File: src/rtl/card_stream_tx.sv
// card_stream_tx: buffers up to DEPTH 4-bit card addresses and plays them to the card decoder,
// one card per card_ack handshake. Define CARD_TX_LOOP_EN for continuous display scanning.
module card_stream_tx #(
  parameter int         DEPTH       = 8,
  parameter int         ACK_TIMEOUT = 15,
  parameter logic [3:0] IDLE_CODE   = 4'hF
) (
  input  logic                         clk,
  input  logic                         reset,
  input  logic [2:0]                   mode,
  input  logic                         load_en,
  input  logic [3:0]                   load_card,
  input  logic                         clear,
  input  logic                         start,
  input  logic                         card_ack,
  output logic [3:0]                   card_stream,
  output logic                         busy,
  output logic                         stream_done,
  output logic                         timeout_err,
  output logic [$clog2(DEPTH+1)-1:0]   hand_count,
  output logic                         full
);

  localparam int CW = $clog2(DEPTH + 1);
  localparam int IW = (DEPTH > 1) ? $clog2(DEPTH) : 1;
  localparam int TW = $clog2(ACK_TIMEOUT + 1);

  typedef enum logic [2:0] {
    IDLE,
    SEND,
    WAIT_ACK,
    GAP,
    DONE
  } state_t;

  state_t          state_q, state_d;
  logic [CW-1:0]   count_q, count_d;
  logic [CW-1:0]   idx_q, idx_d;
  logic [TW-1:0]   timer_q, timer_d;
  logic [TW-1:0]   timerNext;
  logic [3:0]      cardStream_q, cardStream_d;
  logic            busy_q, busy_d;
  logic            done_q, done_d;
  logic            timeoutErr_q, timeoutErr_d;
  logic [2:0]      mode_q;
  logic            modeChange;
  logic            loadAccept;
  logic [3:0]      cardBuf_q [DEPTH];

  assign modeChange = (mode != mode_q) && (state_q != IDLE);
  assign timerNext  = timer_q + 1'b1;

  always_comb begin
    state_d      = state_q;
    count_d      = count_q;
    idx_d        = idx_q;
    timer_d      = timer_q;
    timeoutErr_d = timeoutErr_q;
    loadAccept   = 1'b0;

    if (clear) begin
      state_d      = IDLE;
      count_d      = '0;
      idx_d        = '0;
      timeoutErr_d = 1'b0;
    end else if (modeChange) begin
      state_d = IDLE;
`ifdef CARD_TX_LOOP_EN
    end else if (start && (state_q == SEND || state_q == WAIT_ACK || state_q == GAP)) begin
      // A start while scanning is the stop request; finish through DONE for the pulse.
      state_d = DONE;
`endif
    end else begin
      unique case (state_q)
        IDLE: begin
          if (start) begin
            timeoutErr_d = 1'b0;
            idx_d        = '0;
            state_d      = (count_q == '0) ? DONE : SEND;
          end else if (load_en && !full) begin
            loadAccept = 1'b1;
            count_d    = count_q + 1'b1;
          end
        end
        SEND: begin
          timer_d = '0;
          state_d = WAIT_ACK;
        end
        WAIT_ACK: begin
          // timer counts cycles already spent showing this card; an ack on the final cycle wins.
          timer_d = timerNext;
          if (card_ack) begin
            if (idx_q == count_q - 1'b1) begin
`ifdef CARD_TX_LOOP_EN
              idx_d   = '0;
              state_d = GAP;
`else
              state_d = DONE;
`endif
            end else begin
              idx_d   = idx_q + 1'b1;
              state_d = GAP;
            end
          end else if (timerNext == TW'(ACK_TIMEOUT)) begin
            timeoutErr_d = 1'b1;
            state_d      = IDLE;
          end
        end
        GAP:     state_d = SEND;
        DONE:    state_d = IDLE;
        default: state_d = IDLE;
      endcase
    end

    // Outputs are registered from the next state so they line up with the state they describe.
    cardStream_d = IDLE_CODE;
    if (state_d == WAIT_ACK) cardStream_d = cardBuf_q[idx_q[IW-1:0]];
    busy_d = (state_d != IDLE);
    done_d = (state_d == DONE);
  end

  always_ff @(posedge clk) begin
    if (reset) begin
      state_q      <= IDLE;
      count_q      <= '0;
      idx_q        <= '0;
      timer_q      <= '0;
      cardStream_q <= IDLE_CODE;
      busy_q       <= 1'b0;
      done_q       <= 1'b0;
      timeoutErr_q <= 1'b0;
    end else begin
      state_q      <= state_d;
      count_q      <= count_d;
      idx_q        <= idx_d;
      timer_q      <= timer_d;
      cardStream_q <= cardStream_d;
      busy_q       <= busy_d;
      done_q       <= done_d;
      timeoutErr_q <= timeoutErr_d;
    end
  end

  always_ff @(posedge clk) begin
    mode_q <= mode;
  end

  always_ff @(posedge clk) begin
    if (loadAccept && !reset) cardBuf_q[count_q[IW-1:0]] <= load_card;
  end

  assign card_stream = cardStream_q;
  assign busy        = busy_q;
  assign stream_done = done_q;
  assign timeout_err = timeoutErr_q;
  assign hand_count  = count_q;
  assign full        = (count_q == CW'(DEPTH));

endmodule

File: config.mk
export PLATFORM = sky130hd
export DESIGN_NAME = card_stream_tx
export DESIGN_NICKNAME = d
export VERILOG_FILES = /design/src/rtl/card_stream_tx.sv
export SDC_FILE = /design/constraint.sdc
export NUM_CORES = 1
export LEC_CHECK = 0
export BUFFER_PORTS_ARGS = -buffer_cell sky130_fd_sc_hd__buf_2
export CORE_UTILIZATION = 40
export CTS_CLUSTER_SIZE = 12
export DETAILED_ROUTE_END_ITERATION = 6
export MAX_ROUTING_LAYER = met4
export PLACE_DENSITY = 0.65
export SKIP_CTS_REPAIR_TIMING = 1
export SYNTH_ARGS = -nofsm -noshare
export SYNTH_HDL_FRONTEND = slang
export SYNTH_SLANG_ARGS = --single-unit
File: constraint.sdc
create_clock -name clk -period 4.8 [get_ports clk]
set_input_delay 0.72 -clock clk [delete_from_list [all_inputs] [get_ports clk]]
set_output_delay 0.72 -clock clk [all_outputs]
set_load 0.02 [all_outputs]
Word level (Yosys, flattened, before mapping)
Memory sizes are Yosys's and may differ from the RTL's. A register that Yosys moved wholly into a read port is not among the register bits.
Cells that the tools add are included.
{ "word_totals": {"memories": 1, "mem_bits_rw": 32, "regBits": 21, "elab_cells": 72, "output_inout_bits": 12, "input_bits": 13} }
{ "op_classes": {"eq_ne": 14, "bitwise": 4, "n_addsub": 4, "mux": 24, "n_reduce_logical": 17} }
{ "memory_table": {"columns": ["memory", "depth", "word_bits", "rd", "rd_ports_with_merged_regs", "wr", "line_no", "rtl"], "rows": [
  ["cardBuf_q", 8, 4, 1, 1, 1, "48", "logic [3:0] cardBuf_q [DEPTH];"]
]} }
{ "op_table": {"columns": ["operator", "count"], "rows": [
  ["3-bit two-way mux", 7],
  ["4-bit case mux with 2 select lines", 2],
  ["4-bit by 1-bit adder with 4-bit output (second input constant)", 3],
  ["4-bit two-way mux", 3],
  ["3-bit case mux with 4 select lines", 1],
  ["1-bit two-way mux", 10],
  ["2-bit != test (second input constant)", 5],
  ["5-bit AND reduction", 2],
  ["3-bit by 2-bit equality test with 1-bit output (second input constant)", 3],
  ["4-bit equality test (second input constant)", 2],
  ["3-bit nonzero test", 2],
  ["4-bit equality test", 1],
  ["4-bit logical NOT", 1],
  ["1-bit inverter", 4],
  ["4-bit AND reduction", 1],
  ["2-bit nonzero test", 2],
  ["2-bit OR reduction", 2],
  ["4-bit by 1-bit subtractor with 4-bit output (second input constant)", 1],
  ["3-bit by 1-bit equality test with 1-bit output (second input constant)", 1],
  ["3-bit equality test (second input constant)", 1],
  ["1-bit logical AND", 3],
  ["3-bit logical NOT", 1],
  ["3-bit != test", 1],
  ["3-bit AND reduction", 1],
  ["other kinds (2)", 3]
]} }

Logic depth before layout (Yosys ltp)
Gate-level depths: netlist of the first run.
{ "logic_depth": {"word_depth": 11, "mapped_depth": 7, "mapped_depth_nobuf": 7} }

Least setup slack after synthesis of the first run
No wires, ideal clock.
{ "synth_timing": {"path_kind": "reg-to-reg", "from": "register count_q[0], in the netlist hand_count[0]", "to": "register cardStream_q[1], in the netlist card_stream[1] (read register of cardBuf_q)", "t_arrival_ps": 2090, "setup_slack_ps": 2584, "path_stages_with_launch": 8, "required_time_ps": 4674, "setup_ps": 126, "period_less_slack_ps": 2216, "n_path_buf": 0, "path_cell_list": "dfxtp_1 inv_1 ha_1 xor2_1 nand3_1 o41a_1 a2111oi_4 nand2_1"} }
{ "synth_via": {"elab_chain_cells": 10, "word_cells_on_any_way": 13, "cone_classes": "add/sub: 1; eq/ne: 2; mux: 7; bitwise: 1; reduce/logical: 2"} }
{ "synth_rtl": {"columns": ["element", "line_no", "rtl"], "rows": [
  ["start: declaration", "37", "logic [CW-1:0] count_q, count_d;"],
  ["start signal: assignment", "134", "count_q <= count_d;"],
  ["4-bit by 1-bit subtractor with 4-bit output", "93", "if (idx_q == count_q - 1'b1) begin"],
  ["4-bit equality test", "93", null],
  ["3-bit two-way mux", "93", null],
  ["3-bit two-way mux", "92", "if (card_ack) begin"],
  ["3-bit case mux with 4 select lines (*)", "74", "unique case (state_q)"],
  ["3-bit two-way mux (*)", "66", "end else if (modeChange) begin"],
  ["3-bit two-way mux (*)", "61", "if (clear) begin"],
  ["3-bit by 2-bit equality test with 1-bit output (*)", "117", "if (state_d == WAIT_ACK) cardStream_d = cardBuf_q[idx_q[IW-1:0]];"],
  ["1-bit inverter (no line) (*)", null, null],
  ["2-bit OR reduction (no line) (*)", null, null],
  ["end: declaration", "41", "logic [3:0] cardStream_q, cardStream_d;"]
]} }
Every way passes the cells marked *; elsewhere a longest branch is shown, timed or not.
A chain may end at the register's enable or synchronous reset.

Worst setup path in the final report of the first run
{ "layout_timing": {"from": "register count_q[0], in the netlist hand_count[0]", "to": "register idx_q[2]"} }
{ "layout_via": {"elab_chain_cells": 4} }
{ "layout_rtl": {"columns": ["element", "line_no", "rtl"], "rows": [
  ["4-bit by 1-bit subtractor with 4-bit output", "93", null],
  ["4-bit equality test", "93", null],
  ["2-bit != test (no line)", null, null],
  ["5-bit AND reduction (no line)", null, null],
  ["end signal: assignment", "135", "idx_q <= idx_d;"],
  ["end: declaration", "38", "logic [CW-1:0] idx_q, idx_d;"]
]} }
No other way between the ends.

==> metrics.cfg, run 1 <==
[timing]
slew_headroom_pct=45.2
layout_min_cycle_time_ns=2.40
final.setup_skew_ns=0.00666
final_clock_period_utilization_by_the_worst_path_pct=50.1
timing.setup.tns_ns=0
grt_setup_unrepaired=no
finalSetupViolations=0
fmax_ghz=0.416
hold-worst-slack_ns=0.500
final-max-slew-violation-count=0
hold_viol_final=0
worst_slew_pin_slew_ns=0.820

[route]
dr_total_vias=1611
drt-total-wl_mm=4.81
detail_route.wl_per_cell_um=15.7
post_route_drc=0
first_iter_violations=85
drtPass1Iterations=4
ant_nets=0
post_drt_via_cell_ratio=5.25

[setup_path]
max_stage_delay_cell_worst_path=sky130_fd_sc_hd__o32ai_1
critPathMaxFanout=8
critical_path_start=hand_count[0]
path_class=reg -> reg
endpoint_kind=flip-flop
crit_arrival_ns=2.67
worst_r2r_start=hand_count[0]
startpoint_type=flip-flop
worst_path_max_stage_delay_ns=0.71
crit_required_ns=5.07
crit_chain=inv_1 -> ha_1 -> xor2_1 -> nand3_1 -> o32ai_1 -> o21ai_0 -> a21oi_1

[grt]
global_route.overflow_total=0
grt_first_pass_wirelength_mm=7.75
groute.usage.overall_pct=17.2
first_global_vias=1529
grt_start_max_net_pins=14
grt_antenna_before_repair=0

[floorplan]
core_ar_um2=5990
floorplan.initialDensity_pct=42.0
die_x_um=81.4
fp.dieH_um=81.4
rows=28
number_of_top_level_pins=25
design.die.area_um2=6620

[pwr]
netSwitchingPower_w=0.000238
p_comb_share_pct=3.6
pwr-share-clk_pct=47.6
share_seq_of_total_power_pct=48.8
ir_drop_worst_case_vdd_uv=229
fin_total_pwr_w=0.00107
internal_power_w=0.000830
power-per-cell-area_nw_per_um2=365
cellLeakagePower_nw=0.988
switching_share_pct=22.3

[cells_and_area]
final_core_utilization_pct=48.8
num-fill-cells=548
final_nets=246
final_layout_size_suffix_gt1_share_pct=23.7
final_std_cells_w_o_fill=307
area.growth.synth_to_final_pct=16.0
antenna_cells_inserted=0

[worst_hold_path]
hold_path_startpoint=mode[0]
worstHoldPathType=in -> reg

[clock_network]
clk_tree_root_cell=sky130_fd_sc_hd__clkbuf_8
cts.clk_slew.worst_paths_ns=0.07
insertion_delay_ns=0.34
ctsHtreeMaxLevel=3
cts.sinks=57
cts_tree=built
clk_path_buf_depth=2
cts_buffers=9

[logic_synthesis]
synth-seq-area-share_pct=58.0
synth_async_sr_flop_share_pct=0
yosysWarningCount=0
netlist_area_um2=2520
synth_top_flop_cell=sky130_fd_sc_hd__edfxtp_1
synthesis.nets=218
synth_cell_type_count=43
synth-edff-count=32
syn_inst=199
synthesis.area_per_instance_um2=12.7
ff_latch_count_synth=57

[placed_design]
place.detailed.hpwl_mm=3.36
placed_cells_incl_taps=291
gpl.final_weighted_congestion=0.838
port_buffers=24

[outcome]
run_status=finished clean

[flow_run]
maxCapViolations=0

synth_stat cells (2+ instances only):
cell | number | area (um^2)
sky130_fd_sc_hd__nand2b_1 | 4 | 25.0
sky130_fd_sc_hd__o21ai_0 | 4 | 20.0
sky130_fd_sc_hd__xnor2_1 | 9 | 78.8
sky130_fd_sc_hd__inv_1 | 5 | 18.8
sky130_fd_sc_hd__nor2_1 | 20 | 75.1
sky130_fd_sc_hd__buf_2 | 3 | 15.0
sky130_fd_sc_hd__or2_2 | 3 | 18.8
sky130_fd_sc_hd__xor2_1 | 4 | 35.0
sky130_fd_sc_hd__nand3b_1 | 2 | 15.0
sky130_fd_sc_hd__mux4_2 | 8 | 180
sky130_fd_sc_hd__edfxtp_1 | 32 | 961
sky130_fd_sc_hd__o31ai_1 | 2 | 15.0
sky130_fd_sc_hd__dfxtp_1 | 25 | 500
sky130_fd_sc_hd__or3_1 | 3 | 18.8
sky130_fd_sc_hd__nor3_1 | 7 | 35.0
sky130_fd_sc_hd__a21oi_1 | 6 | 30.0
sky130_fd_sc_hd__a311oi_1 | 2 | 17.5
sky130_fd_sc_hd__mux2i_1 | 5 | 50.1
sky130_fd_sc_hd__nand2_1 | 16 | 60.1
sky130_fd_sc_hd__nor4_1 | 3 | 18.8
sky130_fd_sc_hd__clkbuf_1 | 3 | 11.3
sky130_fd_sc_hd__nand3_1 | 7 | 35.0
sky130_fd_sc_hd__ha_1 | 6 | 75.1
cells in the final DEF, fill, tap and decap left out, types with 4 or more instances in the layout:
cell type	count
sky130_fd_sc_hd__buf_2	24
sky130_fd_sc_hd__xnor2_1	9
sky130_fd_sc_hd__nand2b_1	4
sky130_fd_sc_hd__clkinv_4	4
sky130_fd_sc_hd__clkbuf_8	9
sky130_fd_sc_hd__ha_1	6
sky130_fd_sc_hd__nor3_1	7
sky130_fd_sc_hd__edfxtp_1	32
sky130_fd_sc_hd__mux2i_1	5
sky130_fd_sc_hd__mux4_2	8
sky130_fd_sc_hd__dfxtp_1	25
sky130_fd_sc_hd__inv_1	5
sky130_fd_sc_hd__nand3_1	7
sky130_fd_sc_hd__o21ai_0	4
sky130_fd_sc_hd__a21oi_1	6
sky130_fd_sc_hd__nand2_1	16
sky130_fd_sc_hd__xor2_1	4
sky130_fd_sc_hd__nor2_1	20
power groups by stage:
| stage | Sequential [W] | Clock, W | Combinational (W) |
|---|---|---|---|
| floorplan | 0.000533 | 0 | 0.0000203 |
| global placement | 0.000532 | 0 | 0.0000377 |
| detailed placement | 0.000532 | 0 | 0.0000381 |
| CTS | 0.000521 | 0.000517 | 0.0000383 |
| global route | 0.000521 | 0.000541 | 0.0000425 |
| finish | 0.000521 | 0.000508 | 0.0000384 |
sequential cells by signal, indices dropped and copies added, names as in the netlist:
name         flops
card_stream      4
state_q          3
idx_q            4
timer_q          4
cardBuf_q       32
stream_done      1
busy             1
hand_count       4
timeout_err      1
mode_q           3
area by class of cell:
cell class                 instances  area [um^2]  share of cell area (%)
tap                               75         93.8                    3.21
timing repair buffer              24          120                    4.11
sequential                        57         1460                    50.0
multi-input combinational        130         1000                    34.2
clock inverter                     7          104                    3.55
clock buffer                       9          124                    4.24
inverter                           5         18.8                   0.642
metal layers:
metal  GRT usage [%]  vias to the layer above  routed length [um]
li1                -                      799                   -
met5               -                        -                   0
met3            4.83                       10                 209
met2            23.5                       34                2090
met1            22.4                      768                2390
met4            10.2                        0                 119
kinds of logic after synthesis:
kind of cell	count (synthesis)	share of synthesized area, %
xor+xnor	14	5.41
flops	57	58.0
fa+ha+maj	6	2.98
compound gates	24	7.45
simple gates	73	14.8
buf+inv	12	2.24
mux	13	9.14
worst paths after layout:
check | to | slack, ns | depth (start not counted)
worst max-delay path | idx_q[2] | 2.40 | 7
worst min-delay path | mode_q[0] | 0.50 | 1
worst max register to register | idx_q[2] | 2.40 | 7
worst min register to register | idx_q[3] | 0.51 | 2
per-stage QoR:
stage	setup WS (ns)	cell area (um^2)
after floorplan	2.58	2520
after global placement	2.35	2700
final	2.40	2920
after detailed placement	2.29	2700
after global routing	2.16	2920
after CTS	2.40	2920
critical path, delay by kind of cell, from the launching register on:
kind | cells | cell delay [ns]
xor gates and xnor gates | 1 | 0.16
DFF | 1 | 0.49
adders and majority gates | 1 | 0.35
buffers and inverters | 1 | 0.15
AOI/OAI and AO/OA | 3 | 1.03
and+or+nand+nor | 1 | 0.16
(Power assumes the default switching activity.)
==> run 2: changes to the inputs <==
Settings changed: PLACE_DENSITY 0.65 to 0.67.
Clock period 4.8 ns to 2.2 ns, I/O delays scaled along.
==> run 2 against run 1 <==
  * Setup slack worse by 2.2 ns
  * Maximum frequency up 20%
  * Critical endpoint is now busy
  * Hold slack worse by 0.38 ns
  * Largest power group unchanged
  * Power up 99%
  * Combinational power up 130%
==> metrics.cfg, run 2 (synthesized netlist as in run 1, its figures left out) <==
[grt]
grt_start_max_net_pins=13
first_global_vias=1550
grt_first_pass_wirelength_mm=7.53
groute.usage.overall_pct=16.5
grt_antenna_before_repair=0
global_route.overflow_total=0

[clock_network]
clk_path_buf_depth=2
cts_tree=built
cts_buffers=9
clk_tree_root_cell=sky130_fd_sc_hd__clkbuf_8
cts.sinks=57
insertion_delay_ns=0.33
cts.clk_slew.worst_paths_ns=0.06
ctsHtreeMaxLevel=3

[route]
dr_total_vias=1604
post_route_drc=0
ant_nets=0
drt-total-wl_mm=4.48
drtPass1Iterations=4
first_iter_violations=95
post_drt_via_cell_ratio=5.06
detail_route.wl_per_cell_um=14.1

[cells_and_area]
largest_register_ff_count=32
sequential_cell_area_um2=1460
final_nets=256
final_std_cells_w_o_fill=317
multi_input_combinational_cell_area_um2=1000
antenna_cells_inserted=0
final_layout_size_suffix_gt1_share_pct=26.0
final_common_cell=sky130_fd_sc_hd__edfxtp_1
final_core_utilization_pct=49.4
area.growth.synth_to_final_pct=17.4
mostFrequentLayoutCells=sky130_fd_sc_hd__edfxtp_1 (32), sky130_fd_sc_hd__dfxtp_1 (24), sky130_fd_sc_hd__buf_2 (24)
num-fill-cells=516

[setup_path]
max_stage_delay_cell_worst_path=sky130_fd_sc_hd__o31ai_1
worst_path_max_stage_delay_ns=0.38
endpoint_kind=flip-flop
crit_arrival_ns=2.19
critical_path_start=hand_count[0]
path_class=reg -> reg
startpoint_type=flip-flop
r2r.worst_path.cells=7
crit_required_ns=2.40
worst_r2r_start=hand_count[0]
crit_chain=inv_1 -> ha_1 -> xor2_1 -> nand3_1 -> or2_2 -> o31ai_1 -> a31oi_1
setup.reg_to_reg.worst_slack_ns=0.20
reg2reg_end=busy
critPathMaxFanout=4
setup.worst_path.end=busy

[pwr]
internal_power_w=0.00168
power-per-cell-area_nw_per_um2=720
p_comb_share_pct=4.1
ir_drop_worst_case_vdd_uv=522
cellLeakagePower_nw=1.02
netSwitchingPower_w=0.000450
pwr-share-clk_pct=42.6
switching_share_pct=21.1
share_seq_of_total_power_pct=53.3

[timing]
finalSetupViolations=0
worst_slew_pin_slew_ns=0.534
fmax_ghz=0.501
final.setup_skew_ns=0.00581
final-max-slew-violation-count=0
slew_headroom_pct=64.1
final_clock_period_utilization_by_the_worst_path_pct=90.7
layout_min_cycle_time_ns=2.00
hold-worst-slack_ns=0.121
grt_setup_unrepaired=no
hold_viol_final=0
timing.setup.tns_ns=0
final_critical_path_setup_slack_ns=0.205

[floorplan]
design.die.area_um2=6620
core_ar_um2=5990
fp.dieH_um=81.4
number_of_top_level_pins=25
rows=28
die_x_um=81.4
floorplan.initialDensity_pct=42.0

[outcome]
run_status=finished clean

[placed_design]
place.detailed.hpwl_mm=3.35
port_buffers=24
placed_cells_incl_taps=301
placement.setup.worst_slack_ns=0.122
gpl.final_weighted_congestion=0.766

[flow_run]
maxCapViolations=0

[worst_hold_path]
worstHoldPathType=in -> reg

==> run 2: cell count changes in the layout (fill, tap and decap cells not counted) <==
cell,change
sky130_fd_sc_hd__clkinv_2,+1
sky130_fd_sc_hd__bufinv_16,-1
sky130_fd_sc_hd__clkbuf_1,+1
sky130_fd_sc_hd__dfxtp_2,+1
sky130_fd_sc_hd__clkinv_1,+2
sky130_fd_sc_hd__dfxtp_1,-1
sky130_fd_sc_hd__buf_4,+10
sky130_fd_sc_hd__clkinv_4,-3
sky130_fd_sc_hd__clkinvlp_4,+1
sky130_fd_sc_hd__inv_6,-1
==> run 2: final cells by class <==
class,instances,share of cell area (%)
inverter,5,0.635
clock buffer,10,4.31
timing repair buffer,34,6.60
multi-input combinational,130,33.8
tap,75,3.17
clock inverter,6,1.99
sequential,57,49.4
==> run 2: per-stage QoR <==
step,power [W],area [um^2]
floorplan,0.00121,2520
global placement,0.00124,2770
detailed placement,0.00125,2770
CTS,0.00215,2960
global route,0.00222,2960
finish,0.00213,2960
==> run 2: worst min path at each step <==
stage | to | start | cells after the start
2_1_floorplan | mode_q[0] | mode[0] | 0
3_3_place_gp | mode_q[0] | mode[0] | 1
3_5_place_dp | mode_q[1] | mode[1] | 1
4_1_cts | mode_q[0] | mode[0] | 1
5_1_grt | mode_q[2] | mode[2] | 1
6_report | mode_q[0] | mode[0] | 1
==> run 2: power groups by stage <==
stage / clock network (W) / registers [W] / logic (W)
after floorplan: 0 / 0.00116 / 0.0000443
after global placement: 0 / 0.00116 / 0.0000856
after detailed placement: 0 / 0.00116 / 0.0000880
after CTS: 0.000930 / 0.00114 / 0.0000881
after global routing: 0.000985 / 0.00114 / 0.0000982
final: 0.000907 / 0.00114 / 0.0000881
==> run 2: routing by layer <==
metal	GRT usage (%)	wire [um]
met5	-	0
met3	5.62	204
met2	23.8	2030
met4	8.57	98
met1	20.2	2140
==> run 2: critical path, delay by kind of cell (launching register included) <==
kind / cells / cell delay [ns]
AO/OA/AOI/OAI: 2 / 0.53
AND/OR/NAND/NOR: 2 / 0.47
adder cells (fa/ha/maj): 1 / 0.33
flip-flops: 1 / 0.32
XOR/XNOR: 1 / 0.16
buffers and inverters: 1 / 0.07
